--- src/rtl/m_wb_arbiter2_pkg.sv ---
// Shared types for the two-master Wishbone arbiter: FSM state encoding
// (doubles as the one-hot grant value), owner identity and the request payload.
package m_wb_arbiter2_pkg;

    localparam int unsigned ADR_W = 32;
    localparam int unsigned DAT_W = 32;
    localparam int unsigned SEL_W = 4;
    localparam int unsigned GNT_W = 2;

    // Encoding is chosen so the state register is directly the grant vector.
    typedef enum logic [GNT_W-1:0] {
        ST_IDLE = 2'b00,
        ST_G0   = 2'b01,
        ST_G1   = 2'b10
    } arb_state_e;

    typedef enum logic {
        MST_M0 = 1'b0,
        MST_M1 = 1'b1
    } mst_e;

    // Master-to-slave payload travelling alongside CYC/STB.
    typedef struct packed {
        logic             we;
        logic [SEL_W-1:0] sel;
        logic [ADR_W-1:0] adr;
        logic [DAT_W-1:0] dat;
    } wb_req_t;

endpackage

--- src/rtl/m_wb_arbiter2_if.sv ---
// Wishbone classic point-to-point link.
//   cyc, stb, req (we/sel/adr/dat) : master -> slave
//   dat_r, ack                     : slave  -> master
interface m_wb_arbiter2_if;
    import m_wb_arbiter2_pkg::*;

    logic             cyc;
    logic             stb;
    wb_req_t          req;
    logic [DAT_W-1:0] dat_r;
    logic             ack;

    modport master (output cyc, output stb, output req, input dat_r, input ack);
    modport slave  (input cyc, input stb, input req, output dat_r, output ack);

endinterface

--- src/rtl/m_wb_tmo_watchdog.sv ---
// Bus-timeout watchdog: counts strobe cycles without acknowledge and forces
// a termination on the TIMEOUT-th one; keeps a sticky flag and a saturating
// event count.
//   clk, rst_n  : clock, async active-low reset
//   stb_raw     : strobe of the granted master before forced termination
//   ack         : slave acknowledge
//   tmo_clr     : clears tmo_flag / tmo_cnt (a simultaneous hit wins)
//   tmo_hit_c   : combinational, termination this cycle
//   tmo_flag    : sticky timeout seen
//   tmo_cnt     : saturating timeout count
module m_wb_tmo_watchdog #(
    parameter int unsigned TIMEOUT = 64,
    parameter int unsigned CNTW    = 8
) (
    input  logic            clk,
    input  logic            rst_n,
    input  logic            stb_raw,
    input  logic            ack,
    input  logic            tmo_clr,
    output logic            tmo_hit_c,
    output logic            tmo_flag,
    output logic [CNTW-1:0] tmo_cnt
);

    localparam int unsigned      WCNT_W    = (TIMEOUT > 1) ? $clog2(TIMEOUT) : 1;
    localparam logic [WCNT_W-1:0] WCNT_LAST = WCNT_W'(TIMEOUT - 1);
    localparam bit               TMO_EN    = (TIMEOUT != 0);

    logic [WCNT_W-1:0] wcnt_q;
    logic              stb_o_c;

    // Slave ACK in the threshold cycle takes priority over the timeout.
    assign tmo_hit_c = TMO_EN && (wcnt_q == WCNT_LAST) && stb_raw && !ack;
    assign stb_o_c   = stb_raw & ~tmo_hit_c;

    // Wait counter: cleared whenever the visible strobe is low or acknowledged.
    always_ff @(posedge clk or negedge rst_n) begin
        if (!rst_n) begin
            wcnt_q <= '0;
        end else if (stb_o_c && !ack) begin
            wcnt_q <= wcnt_q + WCNT_W'(1);
        end else begin
            wcnt_q <= '0;
        end
    end

    // Sticky flag and saturating count; a hit beats a same-cycle clear.
    always_ff @(posedge clk or negedge rst_n) begin
        if (!rst_n) begin
            tmo_flag <= 1'b0;
            tmo_cnt  <= '0;
        end else if (tmo_hit_c) begin
            tmo_flag <= 1'b1;
            if (tmo_clr) begin
                tmo_cnt <= CNTW'(1);
            end else if (!(&tmo_cnt)) begin
                tmo_cnt <= tmo_cnt + CNTW'(1);
            end
        end else if (tmo_clr) begin
            tmo_flag <= 1'b0;
            tmo_cnt  <= '0;
        end
    end

endmodule

--- src/rtl/m_wb_arbiter2.sv ---
// Two-master Wishbone classic arbiter in front of one slave port.
// Round-robin grant held for a whole CYC burst, one idle cycle between
// owners, zero-latency mux once granted, bus-timeout watchdog.
//   CLK_I, RST_I : clock, async active-low reset
//   m0, m1       : master links (core, loader/debug/DMA)
//   s            : shared slave link
//   grant        : one-hot owner, 01 = M0, 10 = M1, 00 = idle
//   tmo_clr      : clears tmo_flag / tmo_cnt
//   tmo_flag     : sticky timeout seen
//   tmo_cnt      : saturating timeout count
module m_wb_arbiter2
    import m_wb_arbiter2_pkg::*;
#(
    parameter int unsigned TIMEOUT                  = 64,
    parameter bit          DAT_I_ZERO_WHEN_INACTIVE = 1'b1,
    parameter int unsigned CNTW                     = 8
) (
    input  logic                   CLK_I,
    input  logic                   RST_I,
    m_wb_arbiter2_if.slave         m0,
    m_wb_arbiter2_if.slave         m1,
    m_wb_arbiter2_if.master        s,
    output logic [GNT_W-1:0]       grant,
    input  logic                   tmo_clr,
    output logic                   tmo_flag,
    output logic [CNTW-1:0]        tmo_cnt
);

    arb_state_e       state_q, state_d;
    mst_e             last_q, last_d;
    logic             stb_raw_c;
    logic             tmo_hit_c;
    logic [DAT_W-1:0] gnt_dat_c;
    logic [DAT_W-1:0] idle_dat_c;

    // Strobe of the current owner, gated by its CYC so a dropped cycle ends at once.
    assign stb_raw_c = (state_q == ST_G0) ? (m0.cyc & m0.stb) :
                       (state_q == ST_G1) ? (m1.cyc & m1.stb) : 1'b0;

    // Read data for the owner: zero on forced termination.
    assign gnt_dat_c = tmo_hit_c ? '0 :
                       (DAT_I_ZERO_WHEN_INACTIVE && !s.ack) ? '0 : s.dat_r;

    // Read data for a non-owner; held at zero through reset regardless of mode.
    assign idle_dat_c = (DAT_I_ZERO_WHEN_INACTIVE || !RST_I) ? '0 : s.dat_r;

    assign grant = GNT_W'(state_q);

    m_wb_tmo_watchdog #(
        .TIMEOUT (TIMEOUT),
        .CNTW    (CNTW)
    ) u_wdog (
        .clk       (CLK_I),
        .rst_n     (RST_I),
        .stb_raw   (stb_raw_c),
        .ack       (s.ack),
        .tmo_clr   (tmo_clr),
        .tmo_hit_c (tmo_hit_c),
        .tmo_flag  (tmo_flag),
        .tmo_cnt   (tmo_cnt)
    );

    // State register; last starts at M1 so M0 wins the first tie.
    always_ff @(posedge CLK_I or negedge RST_I) begin
        if (!RST_I) begin
            state_q <= ST_IDLE;
            last_q  <= MST_M1;
        end else begin
            state_q <= state_d;
            last_q  <= last_d;
        end
    end

    // Next-state and bus mux.
    always_comb begin
        state_d  = state_q;
        last_d   = last_q;
        s.cyc    = 1'b0;
        s.stb    = 1'b0;
        s.req    = '0;
        m0.ack   = 1'b0;
        m1.ack   = 1'b0;
        m0.dat_r = idle_dat_c;
        m1.dat_r = idle_dat_c;

        unique case (state_q)
            ST_IDLE: begin
                if (m0.cyc && m1.cyc) begin
                    state_d = (last_q == MST_M1) ? ST_G0 : ST_G1;
                end else if (m0.cyc) begin
                    state_d = ST_G0;
                end else if (m1.cyc) begin
                    state_d = ST_G1;
                end
            end
            ST_G0: begin
                s.cyc    = m0.cyc;
                s.stb    = stb_raw_c & ~tmo_hit_c;
                s.req    = m0.req;
                m0.ack   = s.ack | tmo_hit_c;
                m0.dat_r = gnt_dat_c;
                if (!m0.cyc) begin
                    state_d = ST_IDLE;
                    last_d  = MST_M0;
                end
            end
            ST_G1: begin
                s.cyc    = m1.cyc;
                s.stb    = stb_raw_c & ~tmo_hit_c;
                s.req    = m1.req;
                m1.ack   = s.ack | tmo_hit_c;
                m1.dat_r = gnt_dat_c;
                if (!m1.cyc) begin
                    state_d = ST_IDLE;
                    last_d  = MST_M1;
                end
            end
            default: begin
                state_d = ST_IDLE;
            end
        endcase
    end

endmodule

--- src/flat_wrapper.sv ---
// flat-port wrapper written by rule: the top's interface ports become plain ports
module m_wb_arbiter2_flat import m_wb_arbiter2_pkg::*;
#(
    parameter int unsigned TIMEOUT                  = 64,
    parameter bit          DAT_I_ZERO_WHEN_INACTIVE = 1'b1,
    parameter int unsigned CNTW                     = 8
)
  (CLK_I, RST_I, grant, tmo_clr, tmo_flag, tmo_cnt, m0_cyc, m0_stb, m0_req, m0_dat_r, m0_ack, m1_cyc, m1_stb, m1_req, m1_dat_r, m1_ack, s_cyc, s_stb, s_req, s_dat_r, s_ack);
  m_wb_arbiter2_if m0_i ();
  m_wb_arbiter2_if m1_i ();
  m_wb_arbiter2_if s_i ();
  input  logic CLK_I;
  input  logic RST_I;
  output logic [GNT_W-1:0] grant;
  input  logic tmo_clr;
  output logic tmo_flag;
  output logic [CNTW-1:0] tmo_cnt;
  input wire logic [$bits(m0_i.cyc)-1:0] m0_cyc;
  input wire logic [$bits(m0_i.stb)-1:0] m0_stb;
  input wire logic [$bits(m0_i.req)-1:0] m0_req;
  output wire logic [$bits(m0_i.dat_r)-1:0] m0_dat_r;
  output wire logic [$bits(m0_i.ack)-1:0] m0_ack;
  input wire logic [$bits(m1_i.cyc)-1:0] m1_cyc;
  input wire logic [$bits(m1_i.stb)-1:0] m1_stb;
  input wire logic [$bits(m1_i.req)-1:0] m1_req;
  output wire logic [$bits(m1_i.dat_r)-1:0] m1_dat_r;
  output wire logic [$bits(m1_i.ack)-1:0] m1_ack;
  output wire logic [$bits(s_i.cyc)-1:0] s_cyc;
  output wire logic [$bits(s_i.stb)-1:0] s_stb;
  output wire logic [$bits(s_i.req)-1:0] s_req;
  input wire logic [$bits(s_i.dat_r)-1:0] s_dat_r;
  input wire logic [$bits(s_i.ack)-1:0] s_ack;
  assign m0_i.cyc = m0_cyc;
  assign m0_i.stb = m0_stb;
  assign m0_i.req = m0_req;
  assign m0_dat_r = m0_i.dat_r;
  assign m0_ack = m0_i.ack;
  assign m1_i.cyc = m1_cyc;
  assign m1_i.stb = m1_stb;
  assign m1_i.req = m1_req;
  assign m1_dat_r = m1_i.dat_r;
  assign m1_ack = m1_i.ack;
  assign s_cyc = s_i.cyc;
  assign s_stb = s_i.stb;
  assign s_req = s_i.req;
  assign s_i.dat_r = s_dat_r;
  assign s_i.ack = s_ack;
  m_wb_arbiter2 #(.TIMEOUT(TIMEOUT), .DAT_I_ZERO_WHEN_INACTIVE(DAT_I_ZERO_WHEN_INACTIVE), .CNTW(CNTW)) u_core (.CLK_I(CLK_I), .RST_I(RST_I), .m0(m0_i), .m1(m1_i), .s(s_i), .grant(grant), .tmo_clr(tmo_clr), .tmo_flag(tmo_flag), .tmo_cnt(tmo_cnt));
endmodule
--- config.mk ---
export PLATFORM = sky130hd
export DESIGN_NAME = m_wb_arbiter2_flat
export DESIGN_NICKNAME = d
export VERILOG_FILES = /design/src/rtl/m_wb_arbiter2_pkg.sv /design/src/rtl/m_wb_arbiter2_if.sv /design/src/rtl/m_wb_tmo_watchdog.sv /design/src/rtl/m_wb_arbiter2.sv /design/src/flat_wrapper.sv
export SDC_FILE = /design/constraint.sdc
export NUM_CORES = 1
export LEC_CHECK = 0
export ABC_AREA = 1
export BUFFER_PORTS_ARGS = -buffer_cell sky130_fd_sc_hd__buf_4
export CORE_AREA = 2 2 128 130
export CTS_CLUSTER_DIAMETER = 100
export CTS_CLUSTER_SIZE = 25
export DETAILED_ROUTE_END_ITERATION = 10
export DIE_AREA = 0 0 130 132
export HOLD_SLACK_MARGIN = 0.03
export PLACE_DENSITY_LB_ADDON = 0.3
export SETUP_SLACK_MARGIN = 0.4
export SYNTH_ARGS = -nofsm -noshare
export SYNTH_HDL_FRONTEND = slang
export SYNTH_SLANG_ARGS = --single-unit
--- constraint.sdc ---
create_clock -name CLK_I -period 2.9 [get_ports CLK_I]
set_clock_uncertainty 0.05 [all_clocks]
set_input_delay 0.435 -clock CLK_I [delete_from_list [all_inputs] [get_ports CLK_I]]
set_output_delay 0.435 -clock CLK_I [all_outputs]
set_load 0.01 [all_outputs]
==> results of run 1 <==
## critical path: cells and delay by family (launching register included)
family	cells	cell delay (ns)
flip-flops	1	0.40
AND/OR/NAND/NOR	1	0.11
adder cells (fa/ha/maj)	1	0.27
buffers and inverters	3	0.56
AO/OA/AOI/OAI	1	0.26
## metal layers
layer,part of all wire,global-route usage
met1,0.39,0.177
met4,0.012,0.0281
met2,0.51,0.275
met5,0,0
met3,0.093,0.0252
## power groups by stage
stage	Sequential [mW]	Clock [mW]	Combinational, mW
finish	0.290	0.304	2.28
global route	0.294	0.320	2.49
CTS	0.290	0.310	2.32
detailed placement	0.295	0	2.31
global placement	0.294	0	2.33
floorplan	0.297	0	1.18
## cell usage in the layout, fill, tap and decap left out, types with 3 or more instances in the layout
cell type / n
nor3_1: 64
nand3_1: 19
o21ai_0: 5
inv_1: 42
xor2_1: 5
nand2_4: 3
clkbuf_16: 3
a21oi_1: 72
nand3b_1: 4
nor2_2: 7
nand2_1: 166
nor2_1: 14
ha_1: 3
buf_4: 330
dfrtp_1: 17
inv_2: 4
## flip-flops by register name, summed over array words and instances (netlist names)
name and count:
u_core.u_wdog.tmo_cnt 8, u_core.u_wdog.wcnt_q 6, u_core.grant 2, u_core.last_q 1, u_core.u_wdog.tmo_flag 1
## cell families after synthesis
group | Yosys count | share of synthesized area
xor+xnor | 7 | 0.0236
compound gates | 79 | 0.154
simple gates | 283 | 0.491
buf+inv | 85 | 0.133
fa+ha+maj | 5 | 0.0241
flops | 18 | 0.174
## path summary, 6_finish.rpt
| kind | to | slack [ns] |
|---|---|---|
| worst max-delay path | s_req[55] | 0.50 |
| worst min register to register | u_core.u_wdog.wcnt_q[0]$_DFF_PN0_ | 0.42 |
| worst max register to register | u_core.u_wdog.wcnt_q[2]$_DFF_PN0_ | 1.26 |
| worst min-delay path | u_core.u_wdog.wcnt_q[0]$_DFF_PN0_ | 0.42 |
| min in group asynchronous | u_core.u_wdog.wcnt_q[0]$_DFF_PN0_ | 0.55 |
| max in group asynchronous | u_core.last_q$_DFFE_PN1P_ | 1.98 |
## metrics by stage
step / power, mW / setup WS, ns / instance area (um2)
2_1_floorplan: 1.48 / 0.959 / 2590
3_3_place_gp: 2.63 / 0.710 / 5220
3_5_place_dp: 2.60 / 0.801 / 5220
4_1_cts: 2.92 / 0.516 / 5320
5_1_grt: 3.10 / 0.381 / 5330
6_report: 2.87 / 0.505 / 5330
## cell type report
cell class	instances	area (um2)	area share
diodes	1	2.50	0.000470
inverters	48	180	0.0338
well taps	216	270	0.0508
repair buffers	333	2530	0.475
clock buffers	4	88.8	0.0167
multi-input cells	374	1800	0.339
flip-flops and latches	18	452	0.0848
## timing repair
item | CTS | global route
hold endpoints to repair | 17 | 0
hold buffers | 1 | 0
gates resized for setup | 0 | 0
endpoints found under the setup margin | 0 | 1
## synth_stat cells
cell      instances
nand2_1         166
a21oi_1          72
nor3_1           64
inv_1            42
clkbuf_1         24
nand3_1          19
dfrtp_1          17
nor2_1           14
buf_2            11
nor2_2            7
ha_1              5
o21ai_0           5
xor2_1            5
inv_2             4
nand3b_1          4
nand2_4           3
clkinv_1          2
nor2_4            2
xnor2_1           2
a21o_1            1
and2_4            1
buf_4             1
buf_6             1
dfstp_2           1
nand2_2           1
nand3_4           1
nand4_4           1
o21bai_1          1
==> metrics, run 1 <==
status=finished clean; Arr. time, crit path=approximately 1.9 ns; Die Span Y=132 um; CP max stage delay=about 0.40 ns; sequential-to-total area share from yosys stat=0.174; max_cap viols=0; minimum clock period=approximately 2.4 ns; fin cells=slightly below 1k; IO Port Bufs=approximately 330; Rel. slew slack=0.618; Clock transition at path regs=0.05 ns; Sequential Power Share=0.101; FILL cells=1774; Comb pwr share=0.793; Critical R2R Launch=u_core.grant[1]$_DFFE_PN0P_; yosys synthesis warning count=0; Nets=approximately 960; Rows=46; HPWL Detailed=roughly 11 mm; setup TNS=0 ns; CP Max Fanout=a little under 70; First-pass DRT Iterations=4; FMAX=about 420 MHz; global placement routability congestion=about 0.88; layout cells sized above 1=0.462; cells along the critical path=inv_1 -> ha_2 -> buf_12 -> nand2_1 -> a21oi_1 -> buf_4; Post-CTS Repair Setup Buffers=0; Final ANT Viol Nets=0; Worst Hold Depth=1; CP startpoint kind=flip-flop; first-pass GRT wire length=20.3 mm; CP Capture Type=output pin; Clock power frac=0.106; hold_sp=u_core.u_wdog.wcnt_q[0]$_DFF_PN0_; Setup-failing EPs final=0; sw power=around 1.5 mW; vias in the first global route=3847; Die W=130 um; CTS sink cnt=18; synth unique cells=28; Critical-path top delay cell=dfrtp_1; starting density of the core=0.165; Slew @ Worst Pin=~0.57 ns; RSZ-0062 raised after global routing=true; final hold violation count=0; Wirelength per Cell=between 10 and 15 um; Worst setup startpoint=u_core.grant[1]$_DFFE_PN0P_; post-synthesis net count=660; vias=4241; Leak=2.74 nW; Req. time, crit path=2.41 ns; root buf cell=clkbuf_16; number of buffers created by CTS=3; core area=15700 um2; H-tree levels=1; cell taking the most area after synthesis=nand2_1; Syn Inst Count=477; worst reg2reg path depth=9; Syn Std Cell Area=2590 um2; final period utilization=0.826; register bit total from synthesis=18; Pint=around 1.4 mW; Net Sw Frac=0.509; peak supply drop=~0.23 mV; ranking of synthesized cells by area=nand2_1 24%, dfrtp_1 16%, a21oi_1 14%; fin. max-slew vios=0; DR DRC count=0; final hold slack=~0.42 ns; die area=about 17000 um2; via density per instance=4.27; syn avg cell area=5.44 um2; final WL=roughly 14 mm; Total GRT Usage=0.148; pin count of the biggest net entering global routing=70; initial antenna violation count=1; placed insts=slightly below 1k; WS Path Type=flip-flop to output pin; Max clock buf depth=2; Initial DRC Count=~200; pwr dens=about 540 nW/um2; HP Class=flip-flop to flip-flop; Area Growth Syn to Fin=105%; gr ovfl total=0; I/O pin total=326; top-area cell type share of the netlist area=0.240; TritonCTS clock tree=done; latest clock arrival within the worst-skew pair=between 0.2 and 0.3 ns; final core occ=0.339
Note: power is estimated with default switching activity, not from simulation.
==> run 2: changes to the inputs <==
--- a/config.mk
+++ b/config.mk
@@ -5,7 +5,7 @@
 export SDC_FILE = /design/constraint.sdc
 export NUM_CORES = 1
 export LEC_CHECK = 0
-export ABC_AREA = 1
+export ABC_AREA = 0
 export BUFFER_PORTS_ARGS = -buffer_cell sky130_fd_sc_hd__buf_4
 export CORE_AREA = 2 2 128 130
 export CTS_CLUSTER_DIAMETER = 100
==> constraint.sdc (replaced) <==
create_clock -name CLK_I -period 2.5 [get_ports CLK_I]
set_clock_uncertainty 0.05 [all_clocks]
set_input_delay 0.375 -clock CLK_I [delete_from_list [all_inputs] [get_ports CLK_I]]
set_output_delay 0.375 -clock CLK_I [all_outputs]
set_load 0.01 [all_outputs]
==> metrics, run 2 <==
die area=around 17000 um2; Max clock buf depth=2; root buf cell=clkbuf_16; Rows=46; TritonCTS clock tree=done; HPWL Detailed=~12 mm; Setup WS post-layout=0.297 ns; pwr dens=around 850 nW/um2; cell taking the most area after synthesis=a22oi_1; final WL=between 15 and 20 mm; peak supply drop=0.273 mV; Clock transition at path regs=0.05 ns; vias=4145; CP Max Fanout=5; starting density of the core=0.160; First-pass DRT Iterations=4; final core occ=0.421; synth cell count leaders=73 x nor2b_1, 70 x a22oi_1, 66 x and3_1; Area Growth Syn to Fin=163%; vias in the first global route=about 3.7k; syn avg cell area=about 7.3 um2; IO Port Bufs=~330; DR DRC count=0; post-synthesis net count=approximately 530; register area=~450 um2; HP Class=primary input to flip-flop; minimum clock period=between 2 and 2.5 ns; number of buffers created by CTS=3; DP Worst Slack=0.257 ns; CP startpoint kind=flip-flop; ys flop type=dfrtp_1; gr ovfl total=0; register name with the most flops=u_core.u_wdog.tmo_cnt; sequential-to-total area share from yosys stat=0.180; FMAX=roughly 450 MHz; Synth async-reset ratio=1.00; WS Path Type=flip-flop to output pin; top-area cell type share of the netlist area=0.209; setup TNS=0 ns; CP Capture Type=output pin; Die Span Y=~130 um; most frequent cells in the layout=312 x buf_4, 65 x and3_1, 46 x a22oi_2, 44 x nor2b_1, 31 x buf_6; Req. time, crit path=2.08 ns; footprint of the multi-input gates=2360 um2; max reg flops=8; Initial DRC Count=192; final hold violation count=0; initial antenna violation count=0; Arr. time, crit path=between 1.5 and 2 ns; RSZ-0062 raised after global routing=true; Slew @ Worst Pin=around 0.6 ns; most frequent cell after synthesis=nor2b_1; status=finished clean; synth unique cells=36; via density per instance=4.60; CTS sink cnt=18; Leak=3.23 nW; latest clock arrival within the worst-skew pair=approximately 0.25 ns; Wirelength per Cell=around 19 um; max_cap viols=0; Syn Inst Count=around 350; Total GRT Usage=0.161; final period utilization=0.881; FILL cells=1589; Syn Std Cell Area=roughly 2500 um2; register bit total from synthesis=18; WL met3=1.42 mm; Setup-failing EPs final=0; wl on met1=just under 7 mm; H-tree levels=1; layout cells sized above 1=0.686; Final ANT Viol Nets=0; I/O pin total=roughly 330; core area=around 16000 um2; yosys synthesis warning count=0; Final Power=roughly 5.6 mW; Rel. slew slack=0.593; commonest non-fill, non-tap cell in the layout=buf_4; ranking of synthesized cells by area=a22oi_1 21%, nor2b_1 18%, dfrtp_1 17%; n_diodes=0; Die W=between 100 and 150 um; first-pass GRT wire length=~22 mm; Post-synth EDFFs=0; pin count of the biggest net entering global routing=67; global placement routability congestion=between 0.7 and 0.8; fin. max-slew vios=0; DR top layer=met4; Nets=roughly 870; final hold slack=0.320 ns; met2 wire len=~8.6 mm
-- run 2: changes by cell type in the layout (fill, tap and decap cells not counted), sizes merged, moves of 40 or more --
cell | before | now
nand2 | 170 | 6
nor2b | 0 | 73
a22oi | 0 | 70
and3 | 0 | 66
a21oi | 72 | 7
nor3 | 64 | 1
inv | 46 | 6
-- run 2: cell families (layout without fill, tap and decap cells) --
family,after synthesis,after routing,share of synthesized area
buffers and inverters,47,386,0.0766
adders and majority gates,5,5,0.0249
and+or+nand+nor,177,177,0.429
DFF,18,18,0.180
xor gates and xnor gates,4,4,0.0139
AOI/OAI and AO/OA,94,94,0.273
muxes,1,1,0.00398
-- run 2: power breakdown --
part	switching, mW	leakage, nW	internal (mW)
combinational	2.03	2.94	2.86
sequential	0.0240	0.245	0.322
clock	0.115	0.0442	0.244
total	2.17	3.23	3.42
-- run 2: stage by stage --
step	cells	instance area [um2]
floorplan	346	2530
global placement	858	5190
detailed placement	858	5190
CTS	872	5530
global route	901	6610
finish	901	6610
-- run 2: final timing paths --
check | start | to | slack [ns] | cells past startpoint
setup / recovery | u_core.grant[0]$_DFFE_PN0P_ | s_stb | 0.30 | 5
setup reg to reg | u_core.grant[0]$_DFFE_PN0P_ | u_core.u_wdog.tmo_cnt[2]$_DFFE_PN0P_ | 0.32 | 6
hold / removal | tmo_clr | u_core.u_wdog.tmo_cnt[4]$_DFFE_PN0P_ | 0.32 | 2
hold reg to reg | u_core.u_wdog.wcnt_q[0]$_DFF_PN0_ | u_core.u_wdog.wcnt_q[0]$_DFF_PN0_ | 0.41 | 1
min in group asynchronous | RST_I | u_core.u_wdog.tmo_cnt[0]$_DFFE_PN0P_ | 0.48 | 2
max in group asynchronous | RST_I | u_core.last_q$_DFFE_PN1P_ | 1.67 | 2
-- run 2: repair_timing --
item,in CTS,in global routing
gates resized for setup,29,125
endpoints found under the hold margin,17,0
gates cloned,3,18
buffers inserted,6,11
hold buffers,1,0
endpoints found under the setup margin,83,94
pin swaps,6,8
-- run 2: cell type report --
class                           count  share of cell area
Timing Repair Buffer              376               0.516
Sequential cell                    18              0.0685
Tap cell                          216              0.0409
Clock buffer                        4              0.0134
Inverter                            6             0.00379
Multi-Input combinational cell    281               0.357
-- run 2: per-layer routing --
metal | up-vias | global-route usage
li1 | 1962 | -
met1 | 1981 | 0.204
met2 | 189 | 0.284
met3 | 13 | 0.0373
met4 | 0 | 0.0215
met5 | - | 0
-- run 2: worst max-delay path: stages (launching register included) --
cell and delay, ns:
dfrtp_2 0.44, ha_4 0.20, nand4b_4 0.18, a2111o_1 0.41
and3_4 0.18, buf_6 0.11
==> run 3: changes to the inputs <==
--- a/config.mk
+++ b/config.mk
@@ -7,14 +7,15 @@
 export LEC_CHECK = 0
 export ABC_AREA = 0
 export BUFFER_PORTS_ARGS = -buffer_cell sky130_fd_sc_hd__buf_4
-export CORE_AREA = 2 2 128 130
+export CORE_AREA = 2 2 125 127
 export CTS_CLUSTER_DIAMETER = 100
 export CTS_CLUSTER_SIZE = 25
 export DETAILED_ROUTE_END_ITERATION = 10
-export DIE_AREA = 0 0 130 132
+export DIE_AREA = 0 0 127 129
 export HOLD_SLACK_MARGIN = 0.03
 export PLACE_DENSITY_LB_ADDON = 0.3
 export SETUP_SLACK_MARGIN = 0.4
 export SYNTH_ARGS = -nofsm -noshare
 export SYNTH_HDL_FRONTEND = slang
+export SYNTH_HIERARCHICAL = 1
 export SYNTH_SLANG_ARGS = --single-unit
==> metrics, run 3 <==
TritonCTS clock tree=done; ys flop type=dfrtp_1; Initial DRC Count=167; top-area cell type share of the netlist area=0.203; Syn Inst Count=between 300 and 400; violated checks=negative setup slack; Pint=roughly 4.3 mW; status=finished with violations; register name with the most flops=u_core/u_wdog/tmo_cnt; Setup-failing EPs final=67; CTS sink cnt=18; initial antenna violation count=0; sequential-to-total area share from yosys stat=0.177; vias in the first global route=4127; Rel. slew slack=0.453; commonest non-fill, non-tap cell in the layout=buf_4; DR DRC count=0; gr ovfl total=0; final hold violation count=0; setup TNS=-10.91 ns; CP Capture Type=output pin; root buf cell=clkbuf_16; register bit total from synthesis=18; n_diodes=0; Worst setup startpoint=u_core/grant[0]$_DFFE_PN0P_; Wirelength per Cell=20.1 um; HP Class=primary input to flip-flop; sw power=approximately 2.7 mW; Area Growth Syn to Fin=199%; starting density of the core=0.171; cell taking the most area after synthesis=a22oi_1; Arr. time, crit path=~2.3 ns; Nets=roughly 900; Die Span Y=129 um; max_cap viols=0; via density per instance=~4.7; number of buffers created by CTS=3; synth cell count leaders=71 x nor2b_1, 69 x a22oi_1, 65 x and2_1; Clock transition at path regs=~0.060 ns; Post-synth EDFFs=0; Net Sw Frac=0.384; final WL=around 18 mm; First-pass DRT Iterations=6; placed instance area=5470 um2; Total GRT Usage=0.192; most frequent cells in the layout=270 x buf_4, 93 x buf_6, 65 x a22oi_2, 64 x and2_4, 47 x nor2b_4; vias=4254; die area=around 16000 um2; global placement routability congestion=~0.84; Final Power=approximately 7 mW; ranking of synthesized cells by area=a22oi_1 20%, nor2b_1 17%, dfrtp_1 17%; Comb pwr share=0.898; hold_sp=tmo_clr; Final ANT Viol Nets=0; synth unique cells=43; final period utilization=1.08; post-synthesis net count=approximately 530; H-tree levels=1; latest clock arrival within the worst-skew pair=~0.25 ns; WS Path Type=flip-flop to output pin; Leak=about 3.4 nW; Setup WS post-layout=-0.205 ns; most frequent cell after synthesis=nor2b_1; I/O pin total=around 330; Syn Std Cell Area=2550 um2; Max clock buf depth=2; Die W=127 um; HPWL Detailed=~12 mm; design area=between 7000 and 8000 um2; FMAX=370 MHz; syn avg cell area=7.38 um2; CP startpoint kind=flip-flop; fin. max-slew vios=0; DP Worst Slack=-0.446 ns; max reg flops=8; minimum clock period=between 2 and 3 ns; RSZ-0062 raised after global routing=true; yosys synthesis warning count=6; final core occ=0.509; pin count of the biggest net entering global routing=71; core area=roughly 15000 um2; Sequential Power Share=0.051; Rows=45; Synth async-reset ratio=1.00; Critical R2R Launch=u_core/grant[0]$_DFFE_PN0P_; CP Max Fanout=8; peak supply drop=roughly 0.75 mV; pwr dens=slightly above 900 nW/um2; Clock power frac=0.051; Req. time, crit path=~2.1 ns; layout cells sized above 1=0.855; IO Port Bufs=approximately 330; first-pass GRT wire length=24.6 mm; Slew @ Worst Pin=~0.82 ns
==> run 3: cell count changes in the layout (fill, tap and decap cells not counted), sizes merged, moves of 3 or more <==
cell / before / now
and3: 66 / 1
and2: 0 / 65
nand3: 5 / 8
clkbuf: 18 / 4
and3b: 0 / 5
buf: 360 / 395
or4: 4 / 1
==> run 3: metrics by stage <==
step           instances  hold WS, ns
3_3_place_gp         851        0.207
4_1_cts              901        0.309
6_report             907        0.321
3_5_place_dp         851        0.212
5_1_grt              907        0.324
2_1_floorplan        346       0.0294
==> run 3: power groups by stage <==
stage                     clock network, mW  logic [mW]  registers, mW
after global routing                  0.375        6.54          0.355
after detailed placement                  0        3.14          0.358
after CTS                             0.363        5.58          0.352
after floorplan                           0        1.76          0.366
final                                 0.358        6.26          0.353
after global placement                    0        3.09          0.356
==> run 3: area by class of cell <==
cell class	count	area, um2
Clock buffer	4	88.8
Tap cell	188	235
Inverter	9	37.5
Timing Repair Buffer	396	3840
Multi-Input combinational cell	292	2980
Fill cell	1322	7350
Sequential cell	18	454
==> run 3: final timing paths <==
path                                                   endpoint  slack (ns)  cells after the start
max                                                 m1_dat_r[4]       -0.20                     11
min                        u_core/u_wdog/tmo_cnt[3]$_DFFE_PN0P_        0.32                      2
max reg2reg                u_core/u_wdog/tmo_cnt[2]$_DFFE_PN0P_        0.07                     13
min reg2reg                           u_core/last_q$_DFFE_PN1P_        0.45                      2
max in group asynchronous             u_core/last_q$_DFFE_PN1P_        1.65                      2
min in group asynchronous  u_core/u_wdog/tmo_cnt[5]$_DFFE_PN0P_        0.49                      2
==> run 3: critical path, cell delays in order, from the launching register on <==
cell and delay (ns):
dfrtp_2 0.44, inv_2 0.08, ha_4 0.13, nand3_2 0.06, o21ai_2 0.17, nand4b_1 0.14
or2_4 0.26, clkinvlp_4 0.08, buf_8 0.11, and3b_2 0.28, and2_4 0.16, buf_6 0.11
==> run 3: logic make-up after synthesis <==
logic type | Yosys count | share of synthesized area
fa+ha+maj | 7 | 0.0343
simple gates | 182 | 0.436
flops | 18 | 0.177
buf+inv | 40 | 0.0725
compound gates | 95 | 0.267
xor+xnor | 4 | 0.0137
==> run 3: what timing repair did <==
| item | 4_1_cts | 5_1_grt |
|---|---|---|
| cloned | 21 | 0 |
| hold buffers | 1 | 0 |
| setup buffers | 24 | 6 |
| pin swaps | 20 | 16 |
| resized for setup | 187 | 105 |
| endpoints found under the hold margin | 17 | 0 |
| endpoints found under the setup margin | 140 | 145 |
==> run 3: per-layer routing <==
metal,routed length [um],vias up,track usage
met5,0,-,0
met4,205,0,0.0265
met3,1240,14,0.0316
met2,9490,177,0.337
met1,7330,2080,0.256
li1,-,1983,-
